<file path="src/rtl/teatris_pkg.sv">
// -----------------------------------------------------------------------------
// teatris_pkg
// Shared definitions for the Teatris 8x8 matrix: geometry constants, the frame
// type used by the scanner and the map ROMs, the scan FSM states and a helper
// that builds the active-low row select.
// -----------------------------------------------------------------------------
package teatris_pkg;

    localparam int LINHAS   = 8;
    localparam int COLUNAS  = 8;
    localparam int QUADRO_W = LINHAS * COLUNAS;
    localparam int K_W      = $clog2(LINHAS);

    // Row 0 (top) lives in bits [63:56], i.e. outer index LINHAS-1.
    typedef logic [LINHAS-1:0][COLUNAS-1:0] quadro_t;

    typedef enum logic {
        APAGADO = 1'b0,
        ACESO   = 1'b1
    } estado_t;

    // One-hot, active-low row select for row k.
    function automatic logic [LINHAS-1:0] seleciona_linha(input logic [K_W-1:0] k);
        return ~(LINHAS'(1) << k);
    endfunction

endpackage

</file>
<file path="src/rtl/teatris_varredura_matriz_if.sv">
// -----------------------------------------------------------------------------
// teatris_varredura_matriz_if
// Pattern input and matrix drive signals of the scanner.
//   padrao        : 8x8 map, row 0 in [63:56], bit 7 of a byte = leftmost column
//   padrao_valido : one-cycle strobe capturing padrao
//   brilho        : brightness 0..7 (only with TEATRIS_BRILHO_EN defined)
//   linhas        : one-hot active-low row select, 8'hFF = no row
//   colunas       : active-high column data
//   quadro_fim    : one-cycle pulse on the last cycle of row 7
// master = pattern source side, slave = scanner side.
// -----------------------------------------------------------------------------
interface teatris_varredura_matriz_if;
    import teatris_pkg::*;

    logic [QUADRO_W-1:0] padrao;
    logic                padrao_valido;
`ifdef TEATRIS_BRILHO_EN
    logic [2:0]          brilho;
`endif
    logic [LINHAS-1:0]   linhas;
    logic [COLUNAS-1:0]  colunas;
    logic                quadro_fim;

    modport master (
        output padrao, padrao_valido,
`ifdef TEATRIS_BRILHO_EN
        output brilho,
`endif
        input  linhas, colunas, quadro_fim
    );

    modport slave (
        input  padrao, padrao_valido,
`ifdef TEATRIS_BRILHO_EN
        input  brilho,
`endif
        output linhas, colunas, quadro_fim
    );

endinterface

</file>
<file path="src/rtl/teatris_divisor.sv">
// -----------------------------------------------------------------------------
// teatris_divisor
// Row slot counter c, counting 0..DIV_LINHA-1 and wrapping.
//   clock, reset_n : clock and asynchronous active-low reset (c = 0)
//   c_prox         : value c takes after the next rising edge
//   fim_slot       : high while c = DIV_LINHA-1 (last cycle of a row slot)
// -----------------------------------------------------------------------------
module teatris_divisor #(
    parameter int DIV_LINHA = 50000,
    parameter int C_W       = $clog2(DIV_LINHA)
) (
    input  logic           clock,
    input  logic           reset_n,
    output logic [C_W-1:0] c_prox,
    output logic           fim_slot
);

    logic [C_W-1:0] c;

    assign fim_slot = (c == C_W'(DIV_LINHA - 1));
    assign c_prox   = fim_slot ? '0 : c + C_W'(1);

    // NOTE: sequential state uses non-blocking assignments so every register
    // samples pre-edge values, independent of process evaluation order.
    always_ff @(posedge clock or negedge reset_n) begin
        if (!reset_n) c <= '0;
        else          c <= c_prox;
    end

endmodule

</file>
<file path="src/rtl/teatris_varredura_matriz.sv">
// -----------------------------------------------------------------------------
// teatris_varredura_matriz
// Row-scanning driver for an 8x8 LED matrix with a double-buffered pattern.
// A strobed pattern waits in pendente and is promoted to ativo only at the
// frame boundary, so a frame is never torn.
//   clock, reset_n : clock and asynchronous active-low reset
//   bus (slave)    : padrao/padrao_valido in, linhas/colunas/quadro_fim out
// Parameters: DIV_LINHA cycles per row slot, BLANK blanking cycles per slot
// (1 <= BLANK <= DIV_LINHA-2).
// Optional: define TEATRIS_BRILHO_EN to add bus.brilho, which shortens the
// lit part of each slot; it is sampled at frame boundaries, 7 after reset.
// -----------------------------------------------------------------------------
module teatris_varredura_matriz
    import teatris_pkg::*;
#(
    parameter int DIV_LINHA = 50000,
    parameter int BLANK     = 16
) (
    input  logic                         clock,
    input  logic                         reset_n,
    teatris_varredura_matriz_if.slave    bus
);

    localparam int C_W = $clog2(DIV_LINHA);

    logic [C_W-1:0]     c_prox;
    logic               fim_slot;
    logic [K_W-1:0]     k, k_prox;
    logic               quadro_agora;

    quadro_t            ativo, ativo_prox;
    quadro_t            pendente, pendente_prox;
    logic               cheio, cheio_prox;

    estado_t            estado, estado_prox;
    logic [LINHAS-1:0]  linhas_q, linhas_prox;
    logic [COLUNAS-1:0] colunas_q, colunas_prox;
    logic               quadro_q, quadro_prox;

    teatris_divisor #(.DIV_LINHA(DIV_LINHA), .C_W(C_W)) u_divisor (
        .clock    (clock),
        .reset_n  (reset_n),
        .c_prox   (c_prox),
        .fim_slot (fim_slot)
    );

    assign k_prox       = fim_slot ? k + K_W'(1) : k;
    assign quadro_agora = fim_slot && (k == K_W'(LINHAS - 1));

    // Buffer update: a strobe outside the boundary lands in pendente (last
    // wins); at the boundary a coinciding strobe bypasses straight to ativo,
    // otherwise a full pendente is promoted.
    // NOTE: every combinational output gets a default first, so no path
    // leaves a signal unassigned and no latch is inferred.
    always_comb begin
        ativo_prox    = ativo;
        pendente_prox = pendente;
        cheio_prox    = cheio;
        if (quadro_agora) begin
            if (bus.padrao_valido) begin
                ativo_prox = bus.padrao;
                cheio_prox = 1'b0;
            end else if (cheio) begin
                ativo_prox = pendente;
                cheio_prox = 1'b0;
            end
        end else if (bus.padrao_valido) begin
            pendente_prox = bus.padrao;
            cheio_prox    = 1'b1;
        end
    end

`ifdef TEATRIS_BRILHO_EN
    logic [2:0] brilho_amostrado;
    int         limite;
`endif

    // Outputs are registered, so they are computed from the values the slot
    // counter, row index and ativo hold after the coming edge.
    always_comb begin
        estado_prox  = estado;
        linhas_prox  = '1;
        colunas_prox = '0;
        quadro_prox  = (k_prox == K_W'(LINHAS - 1)) && (c_prox == C_W'(DIV_LINHA - 1));
`ifdef TEATRIS_BRILHO_EN
        limite = ((int'(brilho_amostrado) + 1) * (DIV_LINHA - BLANK)) / 8;
`endif
        case (estado)
            APAGADO: if (c_prox == C_W'(BLANK)) estado_prox = ACESO;
            ACESO:   if (fim_slot)              estado_prox = APAGADO;
            default:                            estado_prox = APAGADO;
        endcase
        if (estado_prox == ACESO) begin
            linhas_prox  = seleciona_linha(k_prox);
            colunas_prox = ativo_prox[K_W'(LINHAS - 1) - k_prox];
`ifdef TEATRIS_BRILHO_EN
            if (int'(c_prox) - BLANK >= limite) colunas_prox = '0;
`endif
        end
    end

    // NOTE: the 64-bit buffers are reset too, because a reset must blank the
    // display and discard any pattern in flight.
    always_ff @(posedge clock or negedge reset_n) begin
        if (!reset_n) begin
            k         <= '0;
            ativo     <= '0;
            pendente  <= '0;
            cheio     <= 1'b0;
            estado    <= APAGADO;
            linhas_q  <= '1;
            colunas_q <= '0;
            quadro_q  <= 1'b0;
        end else begin
            k         <= k_prox;
            ativo     <= ativo_prox;
            pendente  <= pendente_prox;
            cheio     <= cheio_prox;
            estado    <= estado_prox;
            linhas_q  <= linhas_prox;
            colunas_q <= colunas_prox;
            quadro_q  <= quadro_prox;
        end
    end

`ifdef TEATRIS_BRILHO_EN
    always_ff @(posedge clock or negedge reset_n) begin
        if (!reset_n)          brilho_amostrado <= 3'd7;
        else if (quadro_agora) brilho_amostrado <= bus.brilho;
    end
`endif

    assign bus.linhas     = linhas_q;
    assign bus.colunas    = colunas_q;
    assign bus.quadro_fim = quadro_q;

endmodule

</file>
<file path="src/flat_wrapper.sv">
// flat-port wrapper written by rule: the top's interface ports become plain ports
module teatris_varredura_matriz_flat import teatris_pkg::*;
#(
    parameter int DIV_LINHA = 50000,
    parameter int BLANK     = 16
)
  (clock, reset_n, bus_padrao, bus_padrao_valido, bus_linhas, bus_colunas, bus_quadro_fim);
  teatris_varredura_matriz_if bus_i ();
  input  logic clock;
  input  logic reset_n;
  input wire logic [$bits(bus_i.padrao)-1:0] bus_padrao;
  input wire logic [$bits(bus_i.padrao_valido)-1:0] bus_padrao_valido;
  output wire logic [$bits(bus_i.linhas)-1:0] bus_linhas;
  output wire logic [$bits(bus_i.colunas)-1:0] bus_colunas;
  output wire logic [$bits(bus_i.quadro_fim)-1:0] bus_quadro_fim;
  assign bus_i.padrao = bus_padrao;
  assign bus_i.padrao_valido = bus_padrao_valido;
  assign bus_linhas = bus_i.linhas;
  assign bus_colunas = bus_i.colunas;
  assign bus_quadro_fim = bus_i.quadro_fim;
  teatris_varredura_matriz #(.DIV_LINHA(DIV_LINHA), .BLANK(BLANK)) u_core (.clock(clock), .reset_n(reset_n), .bus(bus_i));
endmodule
</file>
<file path="config.mk">
export PLATFORM = sky130hd
export DESIGN_NAME = teatris_varredura_matriz_flat
export DESIGN_NICKNAME = d
export VERILOG_FILES = /design/src/rtl/teatris_pkg.sv /design/src/rtl/teatris_varredura_matriz_if.sv /design/src/rtl/teatris_divisor.sv /design/src/rtl/teatris_varredura_matriz.sv /design/src/flat_wrapper.sv
export SDC_FILE = /design/constraint.sdc
export NUM_CORES = 1
export LEC_CHECK = 0
export ABC_AREA = 1
export CAP_MARGIN = 20
export CORE_MARGIN = 2
export CORE_UTILIZATION = 53
export CTS_CLUSTER_SIZE = 30
export DETAILED_ROUTE_END_ITERATION = 16
export PLACE_DENSITY_LB_ADDON = 0.15
export SETUP_SLACK_MARGIN = 0.3
export SLEW_MARGIN = 20
export SYNTH_ARGS = -nofsm -noshare
export SYNTH_HDL_FRONTEND = slang
export SYNTH_SLANG_ARGS = --single-unit
</file>
<file path="constraint.sdc">
create_clock -name clock -period 2.65 [get_ports clock]
set_clock_uncertainty 0.2 [all_clocks]
set_input_delay 0.795 -clock clock [delete_from_list [all_inputs] [get_ports clock]]
set_output_delay 0.795 -clock clock [all_outputs]
set_load 0.005 [all_outputs]
</file>
Word level (Yosys, flattened, before mapping)
Index checks and enable logic that the tools add are counted. W data, S select, Z words.

Register bits after elaboration: 166. Input bits: 67. Word-level logic and storage cells: 54.

Add/subtract/negate cells: 3. Magnitude comparators: 1. Equality and inequality tests: 5. Shift operators: 1. Multiplexer cells: 14. Bitwise gates (word level): 3. Reduce and logical (&&, ||, !) cells: 4.

Operators by type and width (number): $mux W64 (3); $eq A16 B16 Y1 const B (2); $bmux W8 S3 (1); $mux W8 (3); $add A16 B1 Y16 const B (1); $eq A16 B5 Y1 const B (1); $mux W16 (1); $not A8 Y8 (1); $shl A1 B3 Y8 const A (1); $eq A3 B3 Y1 const B (2); $lt A3 B4 Y1 const B (1); $mux W1 (4); $add A3 B1 Y3 const B (1); $mux W3 (1); $sub A3 B3 Y3 const A (1); $logic_and A1 B1 Y1 (2); $not A1 Y1 (2); $pmux W1 S2 (1); $reduce_and A2 Y1 (1); $reduce_bool A2 Y1 (1).

Depth between registers and ports, before layout
Depth in word-level cells: 6. Mapped depth: 15. Gate-level depth less buffers: 14.

Modules after synthesis
A second synthesis with hierarchy kept.

Cells, all modules: 964. Area total of the unflattened synthesis: 8196.6 µm².

By module, submodules not included: teatris_varredura_matriz (instances 1, cells each 843, area an instance 7319.5 µm²); teatris_divisor (instances 1, cells each 121, area an instance 877.1 µm²).

Least setup slack after synthesis
No wires, ideal clock.

Path type: input port to flip-flop. Start point: input port bus_padrao_valido. End point: register u_core.colunas_q[0], in the netlist u_core.bus.colunas[0]. Arrival time: 1.945 ns. Data required time: 2.330 ns. Setup slack: 0.385 ns. Stages: 10. Buffers on the path: 2. Path through: clkbuf_1 buf_1 mux2i_1 nand2_1 nand2_1 nand2_1 nand3_1 nor2_1 nor2_1 nor2_1.

Word-level cells in the longest chain between the ends: 5.

Ends and longest elaborated chain: start: declaration (line flat_wrapper.sv:12) `input wire logic [$bits(bus_i.padrao_valido)-1:0] bus_padrao_valido;`; $mux W64 (line teatris_varredura_matriz.sv:60) `if (bus.padrao_valido) begin`; $mux W64 (line teatris_varredura_matriz.sv:59) `if (quadro_agora) begin`; $bmux W8 S3 (line teatris_varredura_matriz.sv:95) `colunas_prox = ativo_prox[K_W'(LINHAS - 1) - k_prox];`; $mux W8 (not written as such) (line teatris_varredura_matriz.sv:95); $mux W8 (line teatris_varredura_matriz.sv:93) `if (estado_prox == ACESO) begin`; net u_core.colunas_prox[0] (line teatris_varredura_matriz.sv:37) `logic [COLUNAS-1:0] colunas_q, colunas_prox;`; end signal: assignment (line teatris_varredura_matriz.sv:121) `colunas_q <= colunas_prox;`; end: declaration (line teatris_varredura_matriz.sv:37).

The timed path passes the listed nets, and every way through them passes these cells. The select of a mux whose other input is x is not followed. A chain may end at the register's enable or synchronous reset.

Worst setup path in the final report
Start point: register u_core.u_divisor.c[10]. End point: register u_core.colunas_q[7], in the netlist u_core.bus.colunas[7].

Word-level cells in the longest chain between the ends: 6.

Ends and longest elaborated chain: start: declaration (line teatris_divisor.sv:18) `logic [C_W-1:0] c;`; start signal: assignment (line teatris_divisor.sv:27) `else c <= c_prox;`; $add A16 B1 Y16 / $eq A16 B16 Y1 (equally long branches) (line teatris_divisor.sv:21, teatris_divisor.sv:20); $mux W16, or another cell as far along (line teatris_divisor.sv:21) `assign c_prox = fim_slot ? '0 : c + C_W'(1);`; $eq A16 B5 Y1, or another cell as far along (line teatris_varredura_matriz.sv:89) `APAGADO: if (c_prox == C_W'(BLANK)) estado_prox = ACESO;`; $mux W1 / $bmux W8 S3 (equally long branches) (line teatris_varredura_matriz.sv:89, teatris_varredura_matriz.sv:95); $pmux W1 S2 / $mux W8 (equally long branches) (line teatris_varredura_matriz.sv:88, teatris_varredura_matriz.sv:95); $mux W8 (*) (line teatris_varredura_matriz.sv:93); net u_core.colunas_prox[7] (line teatris_varredura_matriz.sv:37).

Mark *: on every way through the listed nets, which the timed path passes. The rest lies on a longest branch. The select of a mux whose other input is x is not followed.

==> impl_metrics.env <==
export IMPL_crit_chain="nor2_2, nand2_1, nor2_4, nand2_2, nor2_4, buf_6, buf_4, clkbuf_16, o21ai_2, nand2_1, nand2_1, nor2_1, nor2_1, nor2_1"
export IMPL_cp_max_fo=5
export IMPL_reg2reg_to="u_core.bus.colunas[7]"
export IMPL_regToRegSetupSlack_ns=0.26
export IMPL_status="complete, no violations"
export IMPL_period_minus_slack_ns=2.39
export IMPL_htreeDepth=4
export IMPL_powerDensity_mw_per_mm2=498
export IMPL_drtIter0Drc=576
export IMPL_cts_inserted_buffers=17
export IMPL_slew_headroom_pct=62.7
export IMPL_synth_area_top_cells="dfrtp_1 (44%), nand2_1 (17%), mux2_2 (7.7%)"
export IMPL_die_w_um=135
export IMPL_power_switching_uw=1380
export IMPL_io_pins=84
export IMPL_yosys_area_share_adder_pct=0.552
export IMPL_r2r_cells=14
export IMPL_setup_viol=0
export IMPL_dieArea_mm2=0.0182
export IMPL_synth_ff_type="dfrtp_1"
export IMPL_slowest_stage="dfrtp_1"
export IMPL_r2r_start="u_core.u_divisor.c[10]"
export IMPL_swShare_pct=24.2
export IMPL_yosys_area_share_xor_xnor_pct=0.290
export IMPL_cts_max_path_buffers=2
export IMPL_endpoint_kind="flip-flop"
export IMPL_grt_max_degree=88
export IMPL_firstDrtPassIters=7
export IMPL_cts_tree="built"
export IMPL_initial_core_util_pct=54.4
export IMPL_yosys_mux_area_fraction_pct=11.7
export IMPL_layout_common_cells="nand2_1 (400), dfrtp_1 (152), inv_1 (150)"
export IMPL_clk_latency_ns=0.43
export IMPL_routedWlPerCell_um=16.0
export IMPL_arrival_ns=2.56
export IMPL_tns_ns=0
export IMPL_mostFrequentLayoutCell="nand2_1"
export IMPL_slowest_delay_ns=0.45
export IMPL_track_usage_pct=25.5
export IMPL_ir_worst_vdd_mv=0.487
export IMPL_num_vias=7833
export IMPL_criticalPathCategory="flip-flop to flip-flop"
export IMPL_drive_gt1_share_pct=18.8
export IMPL_synth_area_mm2=0.00906
export IMPL_synth_warnings=0
export IMPL_clockPowerShare_pct=44.1
export IMPL_nNetsFinal=1323
export IMPL_slew_viol_final=0
export IMPL_ys_ff_latch=166
export IMPL_p_comb_share_pct=9.0
export IMPL_rsz0062_at_grt="true"
export IMPL_die_h_um=135
export IMPL_routed_wl_mm=23.8
export IMPL_post_route_period_util_pct=90.3
export IMPL_p_leak_uw=0.00604
export IMPL_worstMarginPinSlew_ns=0.560
export IMPL_yosysTopAreaCell="dfrtp_1"
export IMPL_synthCells=1140
export IMPL_synth_top_family_by_area="simple AND/OR/NAND/NOR gates"
export IMPL_detail_route_antenna_nets=0
export IMPL_overflow=0
export IMPL_dp_hpwl_mm=14.8
export IMPL_grt_pass1_vias=7240
export IMPL_ys_types=35
export IMPL_drc_errors=0
export IMPL_core_mm2=0.0166
export IMPL_gp_congestion=0.885
export IMPL_hold_slack_ns=0.115
export IMPL_drv_cap=0
export IMPL_worstPathRequired_ns=2.82
export IMPL_yosys_area_top_type_share_pct=43.6
export IMPL_startpoint_type="flip-flop"
export IMPL_grt_pass1_wl_mm=36.1
export IMPL_vias_per_cell=5.27
export IMPL_numClockSinks=166
export IMPL_ys_seq_area_share_pct=46.0
export IMPL_grt_antenna_before_repair=2
export IMPL_synth_simple_area_share_pct=25.5
export IMPL_clkSlewWorstSetupHoldPaths_ns=0.07
export IMPL_avgSynthCellArea_um2=7.95
export IMPL_synthesis_nets=1211
export IMPL_synth_edf_count=0
export IMPL_cts_root_buf="clkbuf_16"
export IMPL_async_reset_ff_share_pct=100
export IMPL_synth_compound_area_share_pct=6.41
export IMPL_hp_class="primary input to asynchronous set/reset pin"
export IMPL_port_buffers=83
export IMPL_finalHoldViolations=0
export IMPL_fp_row_count=47
export IMPL_p_int_uw=4330
export IMPL_fmax_mhz=418
export IMPL_power_frac_seq_pct=46.9
export IMPL_syn_to_final_growth_pct=26.5
## repair_timing
item,CTS,global route
gates resized for setup,18,58
hold buffers,0,0
pin swaps,2,12
buffers inserted,1,20
gates cloned,1,7
setup endpoints to repair,37,39
## stage by stage
step	util, %	power, uW	std cells	instance area [um^2]	setup WS (ns)
2_1_floorplan	-	2990	1140	9060	0.385
3_3_place_gp	61.9	3230	1424	10300	0.189
3_5_place_dp	61.9	3240	1424	10300	0.191
4_1_cts	65.8	5750	1458	10900	0.285
5_1_grt	68.8	5910	1485	11500	0.150
6_report	68.8	5710	1486	11500	0.258
## Yosys cell counts, types with 2 or more instances
cell,number
nand2_1,410
dfrtp_1,158
inv_1,155
mux2_2,62
nor2_1,57
nand3_1,50
a21oi_1,43
o21ai_0,38
mux2i_1,36
buf_2,23
o21ai_1,19
clkbuf_1,13
dfstp_2,8
buf_4,6
nand2_2,6
buf_6,5
nand2_4,5
nand4_1,5
nor2_2,5
nor2_4,5
ha_1,4
a21boi_0,3
buf_1,3
nor3_1,3
o21ai_2,3
inv_2,2
nand3_2,2
nor2_8,2
o21bai_1,2
xnor2_1,2
## routing by layer
metal  share of wire [%]  vias to the layer above  wire length (um)  track usage [%]
met5                   0                        -                 0                0
li1                    -                     3795                 -                -
met4                 1.7                        0               415             7.19
met2                  48                      263             11400             41.0
met3                 5.5                       46              1300             4.88
met1                  45                     3729             10600             35.3
## sequential cells by signal, indices dropped and copies added (netlist names)
signal,flops
u_core.ativo,64
u_core.bus.colunas,8
u_core.bus.linhas,8
u_core.bus.quadro_fim,1
u_core.cheio,1
u_core.estado,1
u_core.k,3
u_core.pendente,64
u_core.u_divisor.c,16
## power by group through the flow
stage          clock [uW]  combinational [uW]  sequential, uW
2_1_floorplan           0                 280            2710
3_3_place_gp            0                 510            2720
3_5_place_dp            0                 517            2720
4_1_cts              2550                 522            2680
5_1_grt              2650                 576            2690
6_report             2520                 516            2680
## kinds of logic after synthesis
logic type      after synthesis
xor+xnor                      3
fa+ha+maj                     4
mux                          98
simple gates                552
flops                       166
buf+inv                     207
compound gates              110
## cell type report
cell class	count	area [um^2]
Sequential cell	166	4170
Multi-Input combinational cell	770	4270
Inverter	157	593
Clock inverter	15	168
Fill cell	1336	5180
Timing Repair Buffer	140	1550
Clock buffer	17	425
Antenna cell	1	2.50
Tap cell	220	275
## critical path: cells and delay by family (launching register included)
family                 cells  cell delay, ns
buffers and inverters      3            0.41
DFF                        1            0.45
and+or+nand+nor           10            1.21
AOI/OAI and AO/OA          1            0.06
## how the worst max path moves through the flow
stage	startpoint	end	slack, ns	depth (start not counted)
2_1_floorplan	bus_padrao_valido	u_core.bus.colunas[0]	0.39	10
3_3_place_gp	bus_padrao_valido	u_core.bus.colunas[7]	0.19	12
3_5_place_dp	bus_padrao_valido	u_core.bus.colunas[7]	0.19	12
4_1_cts	u_core.u_divisor.c[0]	u_core.bus.colunas[4]	0.29	12
5_1_grt	u_core.u_divisor.c[6]	u_core.bus.colunas[7]	0.15	14
6_report	u_core.u_divisor.c[10]	u_core.bus.colunas[7]	0.26	14
Power figures use the tool's default switching activity.
